--- src/rtl/bcd_calc_sequencer.sv ---
// Key-entry sequencer for a 2-digit BCD add/sub calculator driving an external datapath.
// Optional macro ACCUM_CHAIN_EN: an operator key in DONE chains the result into operand A.
//
// state   | meaning
// --------+-----------------------------------------------------------
// ENTER_A | collecting digits into operand A
// ENTER_B | operator latched, collecting digits into operand B
// WAIT    | operands held on the datapath, settle counter running
// DONE    | result registered and valid
// ERR     | datapath flagged overflow/underflow, result forced to zero
module bcd_calc_sequencer #(
  parameter int SETTLE_CYCLES = 2
) (
  input  logic       clk,
  input  logic       rst,
  input  logic [3:0] digit_in,
  input  logic       digit_valid,
  input  logic       op_in,
  input  logic       op_valid,
  input  logic       eq_valid,
  input  logic       clr,
  output logic [7:0] dp_a,
  output logic [7:0] dp_b,
  output logic       dp_op,
  input  logic [7:0] dp_result,
  input  logic       dp_flag,
  output logic [7:0] result,
  output logic       result_valid,
  output logic       err,
  output logic       busy,
  output logic [2:0] state
);

  typedef enum logic [2:0] {
    ENTER_A = 3'd0,
    ENTER_B = 3'd1,
    WAIT    = 3'd2,
    DONE    = 3'd3,
    ERR     = 3'd4
  } state_t;

  state_t      state_q, state_d;
  logic [7:0]  a_q, a_d;
  logic [7:0]  b_q, b_d;
  logic        op_q, op_d;
  logic [7:0]  result_q, result_d;
  logic        result_valid_q, result_valid_d;
  logic        err_q, err_d;
  logic        busy_q, busy_d;
  logic [3:0]  cnt_q, cnt_d;
  logic        digit_ok;

  assign digit_ok = digit_valid && (digit_in <= 4'd9);

  always_ff @(posedge clk or posedge rst) begin
    if (rst) begin
      state_q        <= ENTER_A;
      a_q            <= 8'h00;
      b_q            <= 8'h00;
      op_q           <= 1'b0;
      result_q       <= 8'h00;
      result_valid_q <= 1'b0;
      err_q          <= 1'b0;
      busy_q         <= 1'b0;
      cnt_q          <= 4'd0;
    end else begin
      state_q        <= state_d;
      a_q            <= a_d;
      b_q            <= b_d;
      op_q           <= op_d;
      result_q       <= result_d;
      result_valid_q <= result_valid_d;
      err_q          <= err_d;
      busy_q         <= busy_d;
      cnt_q          <= cnt_d;
    end
  end

  // Strobes are resolved strictly by priority: the highest asserted one owns the cycle,
  // even if that state ignores it.
  always_comb begin
    state_d  = state_q;
    a_d      = a_q;
    b_d      = b_q;
    op_d     = op_q;
    result_d = result_q;
    cnt_d    = cnt_q;
    if (clr) begin
      state_d  = ENTER_A;
      a_d      = 8'h00;
      b_d      = 8'h00;
      op_d     = 1'b0;
      result_d = 8'h00;
      cnt_d    = 4'd0;
    end else begin
      case (state_q)
        ENTER_A: begin
          if (eq_valid) begin
            state_d = ENTER_A;
          end else if (op_valid) begin
            op_d    = op_in;
            b_d     = 8'h00;
            state_d = ENTER_B;
          end else if (digit_ok) begin
            a_d = {a_q[3:0], digit_in};
          end
        end
        ENTER_B: begin
          if (eq_valid) begin
            cnt_d   = 4'(SETTLE_CYCLES);
            state_d = WAIT;
          end else if (op_valid) begin
            op_d = op_in;
          end else if (digit_ok) begin
            b_d = {b_q[3:0], digit_in};
          end
        end
        WAIT: begin
          if (cnt_q == 4'd0) begin
            if (dp_flag) begin
              result_d = 8'h00;
              state_d  = ERR;
            end else begin
              result_d = dp_result;
              state_d  = DONE;
            end
          end else begin
            cnt_d = cnt_q - 4'd1;
          end
        end
        DONE, ERR: begin
          if (eq_valid) begin
            state_d = state_q;
          end else if (op_valid) begin
`ifdef ACCUM_CHAIN_EN
            if (state_q == DONE) begin
              a_d     = result_q;
              op_d    = op_in;
              b_d     = 8'h00;
              state_d = ENTER_B;
            end
`else
            state_d = state_q;
`endif
          end else if (digit_ok) begin
            a_d      = {4'h0, digit_in};
            b_d      = 8'h00;
            result_d = 8'h00;
            state_d  = ENTER_A;
          end
        end
        default: state_d = ENTER_A;
      endcase
    end
    result_valid_d = (state_d == DONE);
    err_d          = (state_d == ERR);
    busy_d         = (state_d == WAIT);
  end

  always_comb begin
    dp_a         = a_q;
    dp_b         = b_q;
    dp_op        = op_q;
    result       = result_q;
    result_valid = result_valid_q;
    err          = err_q;
    busy         = busy_q;
    state        = state_q;
  end

endmodule

--- config.mk ---
export PLATFORM = sky130hd
export DESIGN_NAME = bcd_calc_sequencer
export DESIGN_NICKNAME = d
export VERILOG_FILES = /design/src/rtl/bcd_calc_sequencer.sv
export SDC_FILE = /design/constraint.sdc
export NUM_CORES = 1
export LEC_CHECK = 0
export CORE_MARGIN = 4
export CORE_UTILIZATION = 43
export CTS_BUF_LIST = sky130_fd_sc_hd__clkbuf_4 sky130_fd_sc_hd__clkbuf_8 sky130_fd_sc_hd__clkbuf_16
export CTS_CLUSTER_DIAMETER = 200
export DETAILED_ROUTE_END_ITERATION = 6
export GPL_TIMING_DRIVEN = 0
export PLACE_DENSITY = 0.75
export SLEW_MARGIN = 10
export SYNTH_ARGS = -nofsm -noshare
export SYNTH_HDL_FRONTEND = slang
export SYNTH_SLANG_ARGS = --single-unit
export TNS_END_PERCENT = 100
--- constraint.sdc ---
create_clock -name clk -period 1.7 [get_ports clk]
set_clock_uncertainty 0.1 [all_clocks]
set_input_delay 0.255 -clock clk [delete_from_list [all_inputs] [get_ports clk]]
set_output_delay 0.255 -clock clk [all_outputs]
set_load 0.1 [all_outputs]
# Word level (Yosys, flattened, before mapping)
# Cells that the tools add are included.
[word_totals] ff_bits=35 inputBits=20 wordCells=88 output_inout_bits=31
[op_classes] eq_ne=21 add_sub_neg=1 n_lt_le_gt_ge=1 reduce_logical=16 mux=40
[ops] op="$mux 8" count=19
[ops] op="$ne 3x3->1 const B" count=13
[ops] op="$pmux 8 s2" count=2
[ops] op="$mux 3" count=9
[ops] op="$pmux 8 s3" count=1
[ops] op="$eq 3x2->1 const B" count=4
[ops] op="$mux 4" count=3
[ops] op="$pmux 3 s4" count=1
[ops] op="$reduce_and 9->1" count=1
[ops] op="$reduce_bool 3->1" count=3
[ops] op="$pmux 4 s2" count=1
[ops] op="$reduce_and 7->1" count=1
[ops] op="$eq 3x3->1 const B" count=2
[ops] op="$reduce_and 3->1" count=2
[ops] op="$reduce_and 5->1" count=1
[ops] op="$le 4x4->1 const B" count=1
[ops] op="$logic_not 4->1" count=1
[ops] op="$mux 1" count=4
[ops] op="$reduce_bool 2->1" count=2
[ops] op="$reduce_bool 4->1" count=1
[ops] op="$reduce_or 2->1" count=2
[ops] op="$sub 4x1->4 const B" count=1
[ops] op="$eq 3x1->1 const B" count=1
[ops] op="$logic_not 3->1" count=1
[ops] op="other kinds (2)" count=2

# Depth between registers and ports, before layout
[depth] ltp_word=8 ltp_mapped=6 depth_no_buf=6

# Worst setup path before layout
# Ideal clock, no wire load.
[synth_path] path_kind="reg-to-reg" start="reg state_q[0], in the netlist state[0]" end="reg a_q[0], in the netlist dp_a[0]" n_path_buf=2 path_stages_with_launch=7 setup_slack_ps=-556 required_ps=1474 period_less_slack_ps=2256 setup_time_ps=126 arrival_time_ps=2030 cell_sequence="dfrtp_1 -> buf_6 -> and3b_4 -> nor2_2 -> o21ba_1 -> buf_6 -> mux2_4"
[synth_via] elab_chain_len=4 word_cells_on_any_way=14 cone_classes="8 x eq/ne; 2 x mux; 4 x reduce/logical"
[synth_rtl] element="start, declared" line="42" text="state_t state_q, state_d;"
[synth_rtl] element="start signal, assigned" line="67" text="state_q <= state_d;"
[synth_rtl] element="$eq 3x2->1 / $eq 3x3->1 (equally long branches)" line="96" text="case (state_q)"
[synth_rtl] element="$reduce_or 2->1" line="96"
[synth_rtl] element="$ne 3x3->1 (no line), or another cell as far along"
[synth_rtl] element="$reduce_and 7->1 (no line) / $mux 8 (equally long branches)"
[synth_rtl] element="end signal, assigned" line="58" text="a_q <= 8'h00;"
[synth_rtl] element="end signal, assigned" line="68" text="a_q <= a_d;"
[synth_rtl] element="end, declared" line="43" text="logic [7:0] a_q, a_d;"
# Parallel ways exist; a longest one is shown, timed or not.
# A chain may end at the register's enable or synchronous reset.

# Final worst setup path
[layout_path] start="reg state_q[0], in the netlist state[0]" end="reg state_q[0], in the netlist state[0]"
[layout_via] elab_chain_len=5 word_cells_on_any_way=15 cone_classes="4 x eq/ne; 9 x mux; 2 x reduce/logical"
[layout_rtl] element="$mux 3" line="145" text="end else if (digit_ok) begin"
[layout_rtl] element="$mux 3" line="134" text="end else if (op_valid) begin"
[layout_rtl] element="$mux 3" line="132" text="if (eq_valid) begin"
[layout_rtl] element="$pmux 3 s4 *" line="96"
[layout_rtl] element="$mux 3 *" line="88" text="if (clr) begin"
[layout_rtl] element="via state_d[0]" line="42"
# The timed path passes the listed nets; every way through them passes the cells marked *.

==> key figures <==
Worst setup path
  – Crit-path max cell delay: 0.50 ns
  – CP endpoint kind: flop
  – Reg2Reg Setup Slack: -0.04 ns
  – Critical path launch point type: flop
  – CP Max Fanout: 7
  – Worst EP arrival: 1.83 ns
  – Number of cells on the critical path: 5
  – CP max-delay cell: dfrtp_4
  – R2r worst-path depth: 5
  – Delay-heaviest family, CP: simple AND/OR/NAND/NOR gates
  – Buffers and inverters on the worst path: 1
  – Crit-path cells: buf_8 > or3b_4 > nor3b_4 > nor3_2 > nor3_1
  – CP required: 1.79 ns
  – WS Path Type: flop to flop

Routing
  – DRT Pass-1 Iters: 4
  – DRC errors left: 0
  – Vias: 1513
  – DRT iter0 DRCs: 36
  – Routed Antenna Nets: 0
  – WL final: 4370 um
  – Drt wl/cell: 14.6 um
  – Vias per inst: 5.06

Synthesis
  – Number of distinct library cells after synthesis: 40
  – Ranking of synthesized cells by area: dfrtp_1, mux2i_1, inv_1
  – Post-synth top area cell: dfrtp_1
  – Cells after synthesis: 174
  – #FFs+latches synth: 35
  – Syn nets: 195
  – Primary FF master, synth: dfrtp_1
  – Count leader, synth: dfrtp_1
  – Syn_area_per_cell: 10.6 um^2
  – Sequential element share of the synthesized area: 0.474
  – Post-synth EDFFs: 0
  – Synthesized area: 1850 um^2
  – Synth Warn #: 0
  – Post-synth top area share: 0.474
  – Ys async rst share: 1.00
  – Top cells by count, synth: dfrtp_1, inv_1, nand2_1

Power
  – Pint: 1.40 mW
  – Pwr Total: 2.23 mW
  – Switch share: 0.371
  – Clock power share: 0.261
  – Comb power frac: 0.332
  – Flop pwr share: 0.407
  – Power Dens Cells: 779 nW/um^2
  – Switching pwr: 0.826 mW
  – Worst VDD drop: 618 uV
  – P_leak: 1.21 nW

Outcome
  – Status: finished, violations left
  – Failing checks: negative setup slack

Clocking
  – Clk slew on worst S/H paths: 0.07 ns
  – CTS tree: yes
  – Clock latency on the worst-skew pair: 0.29 ns
  – Root buffer cell: clkbuf_8
  – CTS sink count: 35
  – H-tree levels: 2
  – Inserted Clock Buffers: 5
  – Longest Clk Path Bufs: 2

Global routing
  – First-pass GRT wire length: 6990 um
  – Gr usage total: 0.167
  – Largest net degree at the start of global routing: 36
  – Initial antenna violation count: 0
  – Remaining global-route overflow: 0
  – Vias in the first global route: 1474

Hold path
  – Tightest Hold Check Type: primary input to flop
  – Hold path depth: 4

STA
  – Worst slew pin tran: 0.735 ns
  – Fmax: 0.575 GHz
  – Final setup vio count: 3
  – Final critical-path required period: 1.74 ns
  – Tcrit/Tclk final: 1.02
  – Max-Slew Margin vs Limit: 0.510
  – Endpoints failing hold: 0
  – Hold slack: 0.227 ns
  – Max Transition Viols Final: 0
  – RSZ-0062 raised after global routing: yes
  – Setup TNS: -0.0449 ns
  – Worst Setup Slack, final: -0.0390 ns

Layout
  – Nets: 269
  – Share of cells above drive strength 1: 0.422
  – Design area: 2860 um^2
  – N_diodes: 0
  – Area growth syn-to-layout: 54.9%
  – Seq. cell area: 887 um^2
  – Fillcell total: 317
  – Util after Layout: 0.700
  – Area occupied by multi-input gates: 991 um^2

Die
  – Die area: 5410 um^2
  – IO Count: 51
  – Site Rows: 23
  – DIE WIDTH: 73.5 um
  – Initial Util: 0.452
  – Core Footprint: 4090 um^2
  – Chip height: 73.5 um

Placed design
  – Post-DP HPWL: 2930 um
  – GPL Wtd Cong: 0.743
  – I/O Buffers: 49
  – Placed instance area: 2440 um^2

Job
  – Max_cap viols: 0
## repair_timing
action / 4_1_cts / 5_1_grt
setup endpoints to repair: 57 / 29
hold buffers: 0 / 0
endpoints found under the hold margin: 0 / 0
pin swaps: 11 / 8
setup buffers: 12 / 8
gates resized for setup: 107 / 24
## power by group through the flow
stage / Sequential [mW] / Combinational [mW] / Clock [mW]
6_report: 0.908 / 0.739 / 0.581
3_5_place_dp: 0.923 / 0.663 / 0
5_1_grt: 0.914 / 0.776 / 0.646
2_1_floorplan: 1.22 / 0.190 / 0
4_1_cts: 0.908 / 0.699 / 0.606
3_3_place_gp: 0.921 / 0.656 / 0
## stage by stage
| stage | worst slack [ns] | instances |
|---|---|---|
| 6_report | -0.0390 | 299 |
| 5_1_grt | -0.101 | 299 |
| 4_1_cts | -0.0150 | 292 |
| 3_5_place_dp | -0.437 | 273 |
| 3_3_place_gp | -0.399 | 273 |
| 2_1_floorplan | -0.182 | 174 |
## kinds of logic (layout without fill, tap and decap cells)
| kind of cell | Yosys count | after routing | synth area share |
|---|---|---|---|
| muxes | 24 | 24 | 0.144 |
| adders and majority gates | 1 | 1 | 0.00677 |
| AOI/OAI and AO/OA | 22 | 22 | 0.0928 |
| buffers and inverters | 30 | 105 | 0.0772 |
| DFF | 35 | 35 | 0.474 |
| and+or+nand+nor | 62 | 62 | 0.205 |
## flip-flops by register name (all words and copies together), names as in the netlist
signal	count
dp_b	8
state	3
result_valid	1
dp_op	1
dp_a	8
result	8
busy	1
err	1
cnt_q	4
## path summary, 6_finish.rpt
| kind | from | end |
|---|---|---|
| max in group asynchronous | rst | state[0] |
| max | state[0] | state[0] |
| min in group asynchronous | rst | result[5] |
| max reg2reg | state[0] | state[0] |
| min | clr | dp_b[4] |
| min reg2reg | result[7] | result[7] |
## layout by cell type, fill, tap and decap left out, types with 2 or more instances in the layout
cell             synthesis  final
nor2_4                   0      4
dfrtp_4                  0      3
clkdlybuf4s50_1          0     17
nor2b_1                  3      3
nand3b_1                 2      2
buf_4                    2     13
mux2i_1                 19     17
mux2i_2                  0      2
mux2_4                   5      5
o21ai_4                  1      2
o21a_1                   3      3
nor3_1                   6      3
nand2_1                 22     21
nor3_2                   0      2
inv_1                   24     21
nor2_1                   9      6
clkinv_2                 0      3
dfrtp_1                 35     32
clkdlybuf4s15_2          0     29
nand4b_1                 2      2
o21ai_0                  2      2
a211oi_1                 3      3
a21oi_1                  6      5
clkbuf_8                 0      5
nor3b_4                  0      4
buf_6                    3      7
inv_2                    0      3
buf_8                    0      2
## routing by layer
metal | routed length, um | share of wire | global-route usage | up-vias
met5 | 0 | 0 | 0 | -
li1 | - | - | - | 737
met2 | 2170 | 0.50 | 0.270 | 40
met1 | 1960 | 0.45 | 0.219 | 736
met4 | 0 | 0 | 0.0302 | 0
met3 | 237 | 0.054 | 0.0588 | 0
## worst min-delay path, delay by kind of cell
family                 cells  cell delay (ns)
muxes                      1             0.06
buffers and inverters      1             0.13
and+or+nand+nor            2             0.13
## layout make-up
type,instances,share of cell area
plain buffers,5,0.0197
clock buffers,5,0.0241
clock inverters,3,0.00525
inverters,24,0.0315
multi-input cells,109,0.346
flip-flops and latches,35,0.310
well taps,50,0.0219
repair buffers,68,0.241
Note: power is estimated with default switching activity, not from simulation.
==> variant: new RTL, same settings <==
The option `ACCUM_CHAIN_EN` is turned on by a define.
--- a/src/rtl/bcd_calc_sequencer.sv
+++ b/src/rtl/bcd_calc_sequencer.sv
@@ -8,6 +8,8 @@
 // WAIT    | operands held on the datapath, settle counter running
 // DONE    | result registered and valid
 // ERR     | datapath flagged overflow/underflow, result forced to zero
+`define ACCUM_CHAIN_EN
+
 module bcd_calc_sequencer #(
   parameter int SETTLE_CYCLES = 2
 ) (
Function: changed (Yosys sat finds a counterexample within 10 cycles, from zero or initial values and one cycle with rst high).
==> variant against the unedited design <==
The flow still finishes with violations (setup timing). Count of clock-buffer cells in the layout is 2 higher. Global-route usage is 4.2 points higher. Sequential cell count unchanged. Wire length rose by 49%. Design area rose by 17%. Worst setup slack got worse by 0.13 ns. Area after synthesis grew 16%. Power down 7.3%. Worst hold slack improved by 0.065 ns. Critical endpoint is now dp_a[0].
==> variant: results (changes against the unedited design) <==
- Setup WS post-layout: -0.165 ns (was -0.0390 ns)
* Insertion delay to the later sink of the worst-skew pair: 0.28 ns
- The worst setup slack after placement was -0.521 ns (was -0.437 ns).
* Vias in the first global route: 2139 (was 1474)
- The placed standard-cell area came to 2760 sq um (was 2440 sq um).
* Unique cell type count in the Yosys netlist: 50 (was 40)
- Final-report setup violation count: 29 (was 3)
- Number of input and output port buffers inserted: 48 (was 49)
- Failing checks: setup timing (unchanged).
* Count of TritonRoute iterations in the first routing pass: 4 (unchanged)
- The headroom to the max-slew limit was 50.8% (was 51.0%).
* Share of flip-flops with an asynchronous set or reset after synthesis: 100% (unchanged)
- The fraction of the mapped netlist area in compound gates came to 23.8% (was 9.28%).
- The global-route wire length before repair came to 10300 um (was 6990 um).
- Most common library cells after synthesis: 35 x sky130_fd_sc_hd__dfrtp_1, 18 x sky130_fd_sc_hd__nand2b_1, 17 x sky130_fd_sc_hd__inv_1, 17 x sky130_fd_sc_hd__nor2_1 (was 35 x sky130_fd_sc_hd__dfrtp_1, 24 x sky130_fd_sc_hd__inv_1, 22 x sky130_fd_sc_hd__nand2_1).
- Avg Synthesized Cell Area: 9.39 sq um (was 10.6 sq um)
- The number of violations reported at the end of detailed-routing iteration 0 is 133 (was 36).
- Number of buffers created by CTS: 5 (unchanged)
- The routability congestion estimate came to 0.825 (was 0.743).
- Fraction of layout cells with a size suffix above 1: 39.7% (was 42.2%)
- The warning count from the yosys run is 0 (unchanged).
- The number of levels in the clock H-tree is 2 (unchanged).
- Layout net count: 325 (was 269)
* Portion of the post-synthesis area used by sequential elements: 40.9% (was 47.4%)
- Max IR drop VDD: 363 uV (was 618 uV)
- The signal arrival time at the worst endpoint came to 1.93 ns (was 1.83 ns).
* Largest net degree at the start of global routing: 36 (unchanged)
* Routed wire length per instance: 17.6 um (was 14.6 um)
- Avg Vias per Cell: 5.74 (was 5.06)
- Leak: 1.43 nW (was 1.21 nW)
- Top post-synthesis cells by area: sky130_fd_sc_hd__dfrtp_1 41%, sky130_fd_sc_hd__nand2b_1 5.3%, sky130_fd_sc_hd__mux2i_1 4.2% (was sky130_fd_sc_hd__dfrtp_1 47%, sky130_fd_sc_hd__mux2i_1 10%, sky130_fd_sc_hd__inv_1 4.9%).
- Run status: finished with violations (unchanged).
- Final HPWL DP: 4000 um (was 2930 um)
- # diodes: 0 (unchanged)
- The clock slew seen by the registers of the worst setup and hold paths came to 0.07 ns (about the same).
* Post-Synth Adder-Cell Area: 0.584% (was 0.678%)
- Maximum fanout along the worst path: 8 (was 7)
- The number of antenna violations at the first check in global routing came to 0 (unchanged).
* Multiplexer fraction of the synthesized cell area: 4.21% (was 14.4%)
- The total instance count after detailed placement came to 343 (was 273).
- Mapped Nets: 249 (was 195)
- The aggregate negative setup slack is -2.84 ns (was -0.0449 ns).
- The total routing resource utilization after global routing is 20.9% (was 16.7%).
- Post-route non-filler standard cell count: 372 (was 299)
## variant: cell count changes in the layout (fill, tap and decap cells not counted), sizes merged, moves of 10 or more
cell,before,now
nand2b,1,18
nand2,22,12
o21ai,4,20
mux2i,19,9
## variant: area by class of cell
type	count	area, sq um
clock inverter	1	5.00
clock buffer	7	83.8
tap	67	83.8
timing repair buffer	69	732
buffer	15	138
sequential	35	887
multi-input combinational	161	1360
fill	378	1430
inverter	17	63.8
## variant: per-stage QoR
stage | utilization (%) | hold slack, ns
global placement | 57.7 | 0.399
detailed placement | 57.7 | 0.394
finish | 70.1 | 0.292
floorplan | - | 0.288
global route | 70.1 | 0.327
CTS | 64.7 | 0.348
## variant: final timing paths
check | start | endpoint | slack, ns | cells after the start
hold reg to reg | dp_op | dp_op | 0.44 | 2
max in group asynchronous | rst | state[2] | 0.63 | 2
min in group asynchronous | rst | dp_a[6] | 0.31 | 2
setup / recovery | state[1] | dp_a[0] | -0.17 | 6
setup reg to reg | state[1] | dp_a[0] | -0.17 | 6
hold / removal | digit_in[1] | dp_b[1] | 0.29 | 3
## variant: timing repair
action	CTS	global route
cloned	1	1
pin swaps	11	20
gates resized for setup	118	51
setup buffers	12	7
setup endpoints to repair	63	33
## variant: power breakdown
| group | total (mW) | switching (mW) | leakage [nW] | internal, mW |
|---|---|---|---|---|
| Sequential | 0.876 | 0.0199 | 0.477 | 0.857 |
| Combinational | 0.569 | 0.366 | 0.901 | 0.203 |
| Clock | 0.620 | 0.300 | 0.0491 | 0.320 |
| Total | 2.07 | 0.686 | 1.43 | 1.38 |
## variant: routing by layer
metal / track usage [%] / wire length (um)
met1: 28.3 / 2820
met2: 34.6 / 3330
met3: 3.33 / 328
met4: 5.77 / 53
met5: 0 / 0
## variant: worst max-delay path, cell delays in order (launching register included)
cell and delay (ns):
sky130_fd_sc_hd__dfrtp_4 0.49, sky130_fd_sc_hd__buf_8 0.15, sky130_fd_sc_hd__nor4b_4 0.34, sky130_fd_sc_hd__a311oi_2 0.08, sky130_fd_sc_hd__a221o_1 0.30, sky130_fd_sc_hd__buf_6 0.16, sky130_fd_sc_hd__mux2i_1 0.12
## variant: logic make-up (layout without fill, tap and decap cells)
logic type,Yosys count,after routing
and+or+nand+nor,83,83
AOI/OAI and AO/OA,68,68
DFF,35,35
buffers and inverters,32,109
muxes,9,9
adders and majority gates,1,1
